File: config.mk
export PLATFORM = sky130hd
export DESIGN_NAME = bus_owner_ctrl
export DESIGN_NICKNAME = d
export VERILOG_FILES = /design/src/rtl/bus_owner_ctrl.sv
export SDC_FILE = /design/constraint.sdc
export NUM_CORES = 1
export LEC_CHECK = 0
export BUFFER_PORTS_ARGS = -buffer_cell sky130_fd_sc_hd__buf_4
export CORE_ASPECT_RATIO = 1.75
export CORE_UTILIZATION = 40
export DETAILED_ROUTE_END_ITERATION = 8
export GPL_ROUTABILITY_DRIVEN = 0
export PLACE_DENSITY = 0.72
export SLEW_MARGIN = 0
export SYNTH_ARGS = -nofsm -noshare
export SYNTH_HDL_FRONTEND = slang
export SYNTH_SLANG_ARGS = --single-unit
File: constraint.sdc
create_clock -name clk -period 3.81 [get_ports clk]
set_input_delay 0.5715 -clock clk [delete_from_list [all_inputs] [get_ports clk]]
set_output_delay 0.5715 -clock clk [all_outputs]
set_load 0.01 [all_outputs]
File: src/rtl/bus_owner_ctrl.sv
// bus_owner_ctrl: round-robin bus-ownership controller for NUM_CH requesters.
// Tracks IDLE / BUSY / ERROR. It grants one requester and latches its payload
// onto the bus until done_i. A programmable watchdog traps stalled
// transactions in a sticky ERROR state.
//
// Handshake: req_i[k] is a level request that the requester holds until it
// sees gnt_o[k]. gnt_o is a one-cycle pulse in the first BUSY cycle, while
// bus_valid_o stays high for the whole BUSY interval. done_i is a
// completion strobe that is only observed in BUSY; err_clr_i is only
// observed in ERROR.
module bus_owner_ctrl #(
  parameter int NUM_CH        = 4,
  parameter int DATA_WIDTH    = 32,
  parameter int TO_WIDTH      = 8,
  parameter int ERR_CNT_WIDTH = 8,
  localparam int OW           = (NUM_CH > 1) ? $clog2(NUM_CH) : 1
) (
  input  logic                         clk,
  input  logic                         rst_n,
  input  logic [NUM_CH-1:0]            req_i,
  input  logic [NUM_CH*DATA_WIDTH-1:0] data_i,
  output logic [NUM_CH-1:0]            gnt_o,
  input  logic                         done_i,
  input  logic [TO_WIDTH-1:0]          timeout_i,
  input  logic                         err_clr_i,
  output logic                         bus_valid_o,
  output logic [DATA_WIDTH-1:0]        bus_data_o,
  output logic [OW-1:0]                owner_o,
  output logic [1:0]                   state_o,
  output logic                         err_o,
  output logic [ERR_CNT_WIDTH-1:0]     err_cnt_o
);

  typedef enum logic [1:0] {
    ST_IDLE  = 2'd0,
    ST_BUSY  = 2'd1,
    ST_ERROR = 2'd2
  } state_t;

  localparam logic [OW-1:0] LAST_CH = OW'(NUM_CH - 1);

  // Registered state and outputs
  state_t                     r_state;
  logic [OW-1:0]              r_last_owner;
  logic [OW-1:0]              r_owner;
  logic [DATA_WIDTH-1:0]      r_bus_data;
  logic [NUM_CH-1:0]          r_gnt;
  logic                       r_bus_valid;
  logic                       r_err;
  logic [TO_WIDTH-1:0]        r_cnt;
  logic [ERR_CNT_WIDTH-1:0]   r_err_cnt;

  // Next-state values
  state_t                     w_state_next;
  logic [OW-1:0]              w_last_owner_next;
  logic [OW-1:0]              w_owner_next;
  logic [DATA_WIDTH-1:0]      w_bus_data_next;
  logic [NUM_CH-1:0]          w_gnt_next;
  logic                       w_bus_valid_next;
  logic                       w_err_next;
  logic [TO_WIDTH-1:0]        w_cnt_next;
  logic [ERR_CNT_WIDTH-1:0]   w_err_cnt_next;

  // Arbiter and watchdog helpers
  logic                       w_found;
  logic [OW-1:0]              w_winner;
  logic [OW-1:0]              w_idx;
  logic [DATA_WIDTH-1:0]      w_winner_data;
  logic [TO_WIDTH:0]          w_cnt_plus1;
  logic                       w_to_hit;
  logic                       w_cnt_sat;
  logic                       w_err_cnt_sat;

  // Round-robin search starting just after the last owner, wrapping at NUM_CH-1
  always_comb begin
    w_found  = 1'b0;
    w_winner = '0;
    w_idx    = '0;
    for (int i = 0; i < NUM_CH; i++) begin
      w_idx = OW'((int'(r_last_owner) + 1 + i) % NUM_CH);
      if (!w_found && req_i[w_idx]) begin
        w_found  = 1'b1;
        w_winner = w_idx;
      end
    end
  end

  // Payload slice of the arbitration winner
  always_comb begin
    w_winner_data = data_i[w_winner*DATA_WIDTH +: DATA_WIDTH];
  end

  // Watchdog compare: fires when the counter has reached timeout_i-1 or beyond,
  // so that lowering timeout_i mid-transaction takes effect at once
  always_comb begin
    w_cnt_plus1   = {1'b0, r_cnt} + 1'b1;
    w_to_hit      = (timeout_i != '0) && (w_cnt_plus1 >= {1'b0, timeout_i});
    w_cnt_sat     = (r_cnt == '1);
    w_err_cnt_sat = (r_err_cnt == '1);
  end

  // FSM state register
  always_ff @(posedge clk) begin
    if (!rst_n) begin
      r_state <= ST_IDLE;
    end else begin
      r_state <= w_state_next;
    end
  end

  // FSM next-state and next-output logic
  always_comb begin
    w_state_next      = r_state;
    w_last_owner_next = r_last_owner;
    w_owner_next      = r_owner;
    w_bus_data_next   = r_bus_data;
    w_gnt_next        = '0;
    w_bus_valid_next  = 1'b0;
    w_err_next        = 1'b0;
    w_cnt_next        = r_cnt;
    w_err_cnt_next    = r_err_cnt;

    case (r_state)
      ST_IDLE: begin
        if (w_found) begin
          w_state_next           = ST_BUSY;
          w_owner_next           = w_winner;
          w_bus_data_next        = w_winner_data;
          w_gnt_next[w_winner]   = 1'b1;
          w_bus_valid_next       = 1'b1;
          w_cnt_next             = '0;
        end
      end

      ST_BUSY: begin
        if (done_i) begin
          // Completion has priority over a coincident timeout
          w_state_next      = ST_IDLE;
          w_last_owner_next = r_owner;
        end else if (w_to_hit) begin
          w_state_next      = ST_ERROR;
          w_last_owner_next = r_owner;
          w_err_next        = 1'b1;
          if (!w_err_cnt_sat) begin
            w_err_cnt_next = r_err_cnt + 1'b1;
          end
        end else begin
          w_bus_valid_next = 1'b1;
          // Saturate rather than wrap so a watchdog enabled late in a long
          // transaction still fires
          if (!w_cnt_sat) begin
            w_cnt_next = r_cnt + 1'b1;
          end
        end
      end

      ST_ERROR: begin
        if (err_clr_i) begin
          w_state_next = ST_IDLE;
        end else begin
          w_err_next = 1'b1;
        end
      end

      default: begin
        w_state_next = ST_IDLE;
      end
    endcase
  end

  // Datapath and output registers
  always_ff @(posedge clk) begin
    if (!rst_n) begin
      r_last_owner <= LAST_CH;
      r_owner      <= '0;
      r_bus_data   <= '0;
      r_gnt        <= '0;
      r_bus_valid  <= 1'b0;
      r_err        <= 1'b0;
      r_cnt        <= '0;
      r_err_cnt    <= '0;
    end else begin
      r_last_owner <= w_last_owner_next;
      r_owner      <= w_owner_next;
      r_bus_data   <= w_bus_data_next;
      r_gnt        <= w_gnt_next;
      r_bus_valid  <= w_bus_valid_next;
      r_err        <= w_err_next;
      r_cnt        <= w_cnt_next;
      r_err_cnt    <= w_err_cnt_next;
    end
  end

  assign gnt_o       = r_gnt;
  assign bus_valid_o = r_bus_valid;
  assign bus_data_o  = r_bus_data;
  assign owner_o     = r_owner;
  assign state_o     = r_state;
  assign err_o       = r_err;
  assign err_cnt_o   = r_err_cnt;

endmodule

==> flow_summary_export.csv <==
group,metric,value,unit
final_layout,diodes,0,
timing,setup_violations,0,
route,routed_wl,11800,um
job,maxCapViolCount,0,
final_layout,fin_cells,714,
synth,synth_ff_type,"dfxtp_1",
timing,finalMaxSlewViolations,0,
pwr,clkPwrFrac,37.3,%
setup_path,critPathKind,"reg2reg",
clocking,cts_setup_buffers,0,
pwr,combPwrFrac,29.6,%
pwr,swShare,27.9,%
clocking,hold_buffers,0,
timing,hold_slack,0.468,ns
final_layout,syn2layout_area_growth,47.7,%
clocking,cts_buffer_depth,2,
floorplanning,die_area,9910,sq um
route,dr_total_vias,3749,
final_layout,layout_commonest_cell,"buf_4",
synth,synth_cells,407,
pwr,switchingPower,614,uW
route,drcViolationCount,0,
final_layout,nets,746,
clocking,numCtsBuffers,9,
timing,finalCritPeriodShare,84.6,%
grt,top_usage_layer,"met2",
setup_path,cp_max_fo,7,
synth,synthesis.nets,564,
pwr,p_leak,0.00260,uW
synth,avgSynthCellArea,9.34,sq um
setup_path,arrival,3.49,ns
clocking,cts.sinks,60,
timing,skew,0.00746,ns
timing,tightest_slew,0.961,ns
grt,grt_pass1_wl,16900,um
clocking,insertion_delay,0.33,ns
floorplanning,core_area,9150,sq um
synth,syn_area,3800,sq um
final_layout,finish.instance_area,5610,sq um
clocking,cts_root_buffer,"clkbuf_16",
placement,dpl.hpwl,9040,um
worst_hold_path,min_path_type,"reg2reg",
synth,synth-warning-count,0,
synth,async_flop_share,0,%
placement,dp_cells,698,
final_layout,drive_above_1_share,44.3,%
floorplanning,row_count,46,
grt,grt_pass1_vias,3483,
synth,synth.area.top_cells,"dfxtp_1 (32%), mux2i_1 (19%), mux2_2 (9.8%), nand2_1 (5.1%), ha_1 (4.3%)",
grt,antenna_found_initial,0,
synth,synth_edf_count,0,
final_layout,fillers,808,
route,drt_iter0_drc,96,
grt,use_met2,40.3,%
pwr,p_int,1590,uW
grt,grt_use_total,22.8,%
grt,grt_max_degree,53,
clocking,ctsResizeCount,0,
grt,overflow,0,
synth,ys_ff_latch,60,
synth,synth_top_cell_by_area,"dfxtp_1",
placement,io_buffers,193,
setup_path,worst_ep_required_time,4.08,ns
synth,synth-seq-area-share,31.6,%
clocking,h-tree-depth,3,
floorplanning,num_io_pins,194,
clocking,cts_tree,"yes",
timing,slew_headroom,35.8,%
timing,setup_tns,0,ns
floorplanning,dieWidth,75.7,um
floorplanning,die_h,131,um
pwr,seqPwrFrac,33.1,%
final_layout,final_cell_mix,"buf_4 (196), mux2i_1 (71), dfxtp_1 (60)",
status,status,"completed",
synth,synthDominantCellAreaShare,31.6,%
timing,finalHoldViolations,0,
route,first_pass_iters,4,
grt,grt_use_met1,24.8,%
route,vias_per_cell,5.25,
timing,fmax,310,MHz
setup_path,end_kind,"flop",
route,wire_per_inst,16.5,um
timing,rsz0062_at_grt,"false",
placement,place_area,5310,sq um
grt,grt_use_met3,6.13,%
pwr,max-vdd-ir-drop,0.229,mV
clocking,clk_pin_slew,0.05,ns
route,ant_nets,0,
pwr,power_density,392,nW/um^2
timing,fin_crit,3.22,ns
setup_path,start_kind,"flop",
floorplanning,start_util,41.5,%
synth,synth.distinct_cells,49,
cell type report:
cell class	count	area (sq um)	share of cell area, %
multi-input combinational	305	2410	42.9
timing repair buffer	197	1490	26.6
sequential	60	1200	21.4
clock buffer	12	256	4.57
tap	120	150	2.67
inverter	16	60.1	1.07
clock inverter	4	47.5	0.847
through the flow:
stage               worst slack (ns)  total power, uW  utilization (%)
floorplan                       1.02             1120                -
global placement               0.814             1380             58.0
detailed placement             0.662             1400             58.0
CTS                            0.645             2220             61.3
global route                   0.430             2300             61.3
finish                         0.588             2200             61.3
per-layer routing:
layer,part of all wire (%),wire (um)
met5,0,0
met4,2.8,324
met3,8.6,1010
met2,51,5970
met1,38,4450
synthesized netlist by cell type (3+ instances only):
cell type / number
a21oi_1: 7
a22o_1: 4
and3_1: 3
buf_2: 5
buf_4: 4
clkbuf_1: 12
dfxtp_1: 60
ha_1: 13
inv_1: 16
mux2_2: 33
mux2i_1: 71
nand2_1: 52
nand2b_1: 9
nand3_1: 9
nand4_1: 5
nor2_1: 11
nor2b_1: 3
nor3_1: 3
nor4_1: 3
o211ai_1: 4
o21a_1: 3
o21ai_0: 3
o22ai_1: 24
o22ai_2: 9
xnor2_1: 6
registers in the layout, summed over array words and instances (netlist names), 2 cells and up:
signal and flops:
bus_data_o 32, r_cnt 8, r_last_owner 2, err_cnt_o 8, owner_o 2, state_o 2
gnt_o 4
power by group through the flow:
| stage | registers [uW] | logic, uW | clock network, uW |
|---|---|---|---|
| after global placement | 737 | 645 | 0 |
| after CTS | 729 | 656 | 837 |
| after floorplan | 764 | 352 | 0 |
| final | 729 | 651 | 821 |
| after global routing | 735 | 704 | 860 |
| after detailed placement | 742 | 655 | 0 |
logic make-up (layout without fill, tap and decap cells):
group,Yosys count,after routing,synth area share (%)
AO/OA/AOI/OAI,72,72,14.6
XOR/XNOR,8,8,1.84
adder cells (fa/ha/maj),13,13,4.28
buffers and inverters,42,229,5.50
flip-flops,60,60,31.6
multiplexers,104,104,28.5
AND/OR/NAND/NOR,108,108,13.7
critical path: stages, from the launching register on:
cell	delay, ns
dfxtp_1	0.42
ha_1	0.26
nand3_1	0.15
or2_2	0.36
xnor2_1	0.14
ha_1	0.30
nand3_1	0.10
a211o_1	0.31
a211o_1	0.33
a31oi_1	0.50
mux2_2	0.28
path summary, 6_finish.rpt:
kind                        from  cells after the start  slack [ns]             end
setup / recovery        r_cnt[0]                     10        0.59        r_cnt[0]
hold / removal    bus_data_o[26]                      2        0.47  bus_data_o[26]
setup reg to reg        r_cnt[0]                     10        0.59        r_cnt[0]
hold reg to reg   bus_data_o[26]                      2        0.47  bus_data_o[26]
(Power assumes the default switching activity.)
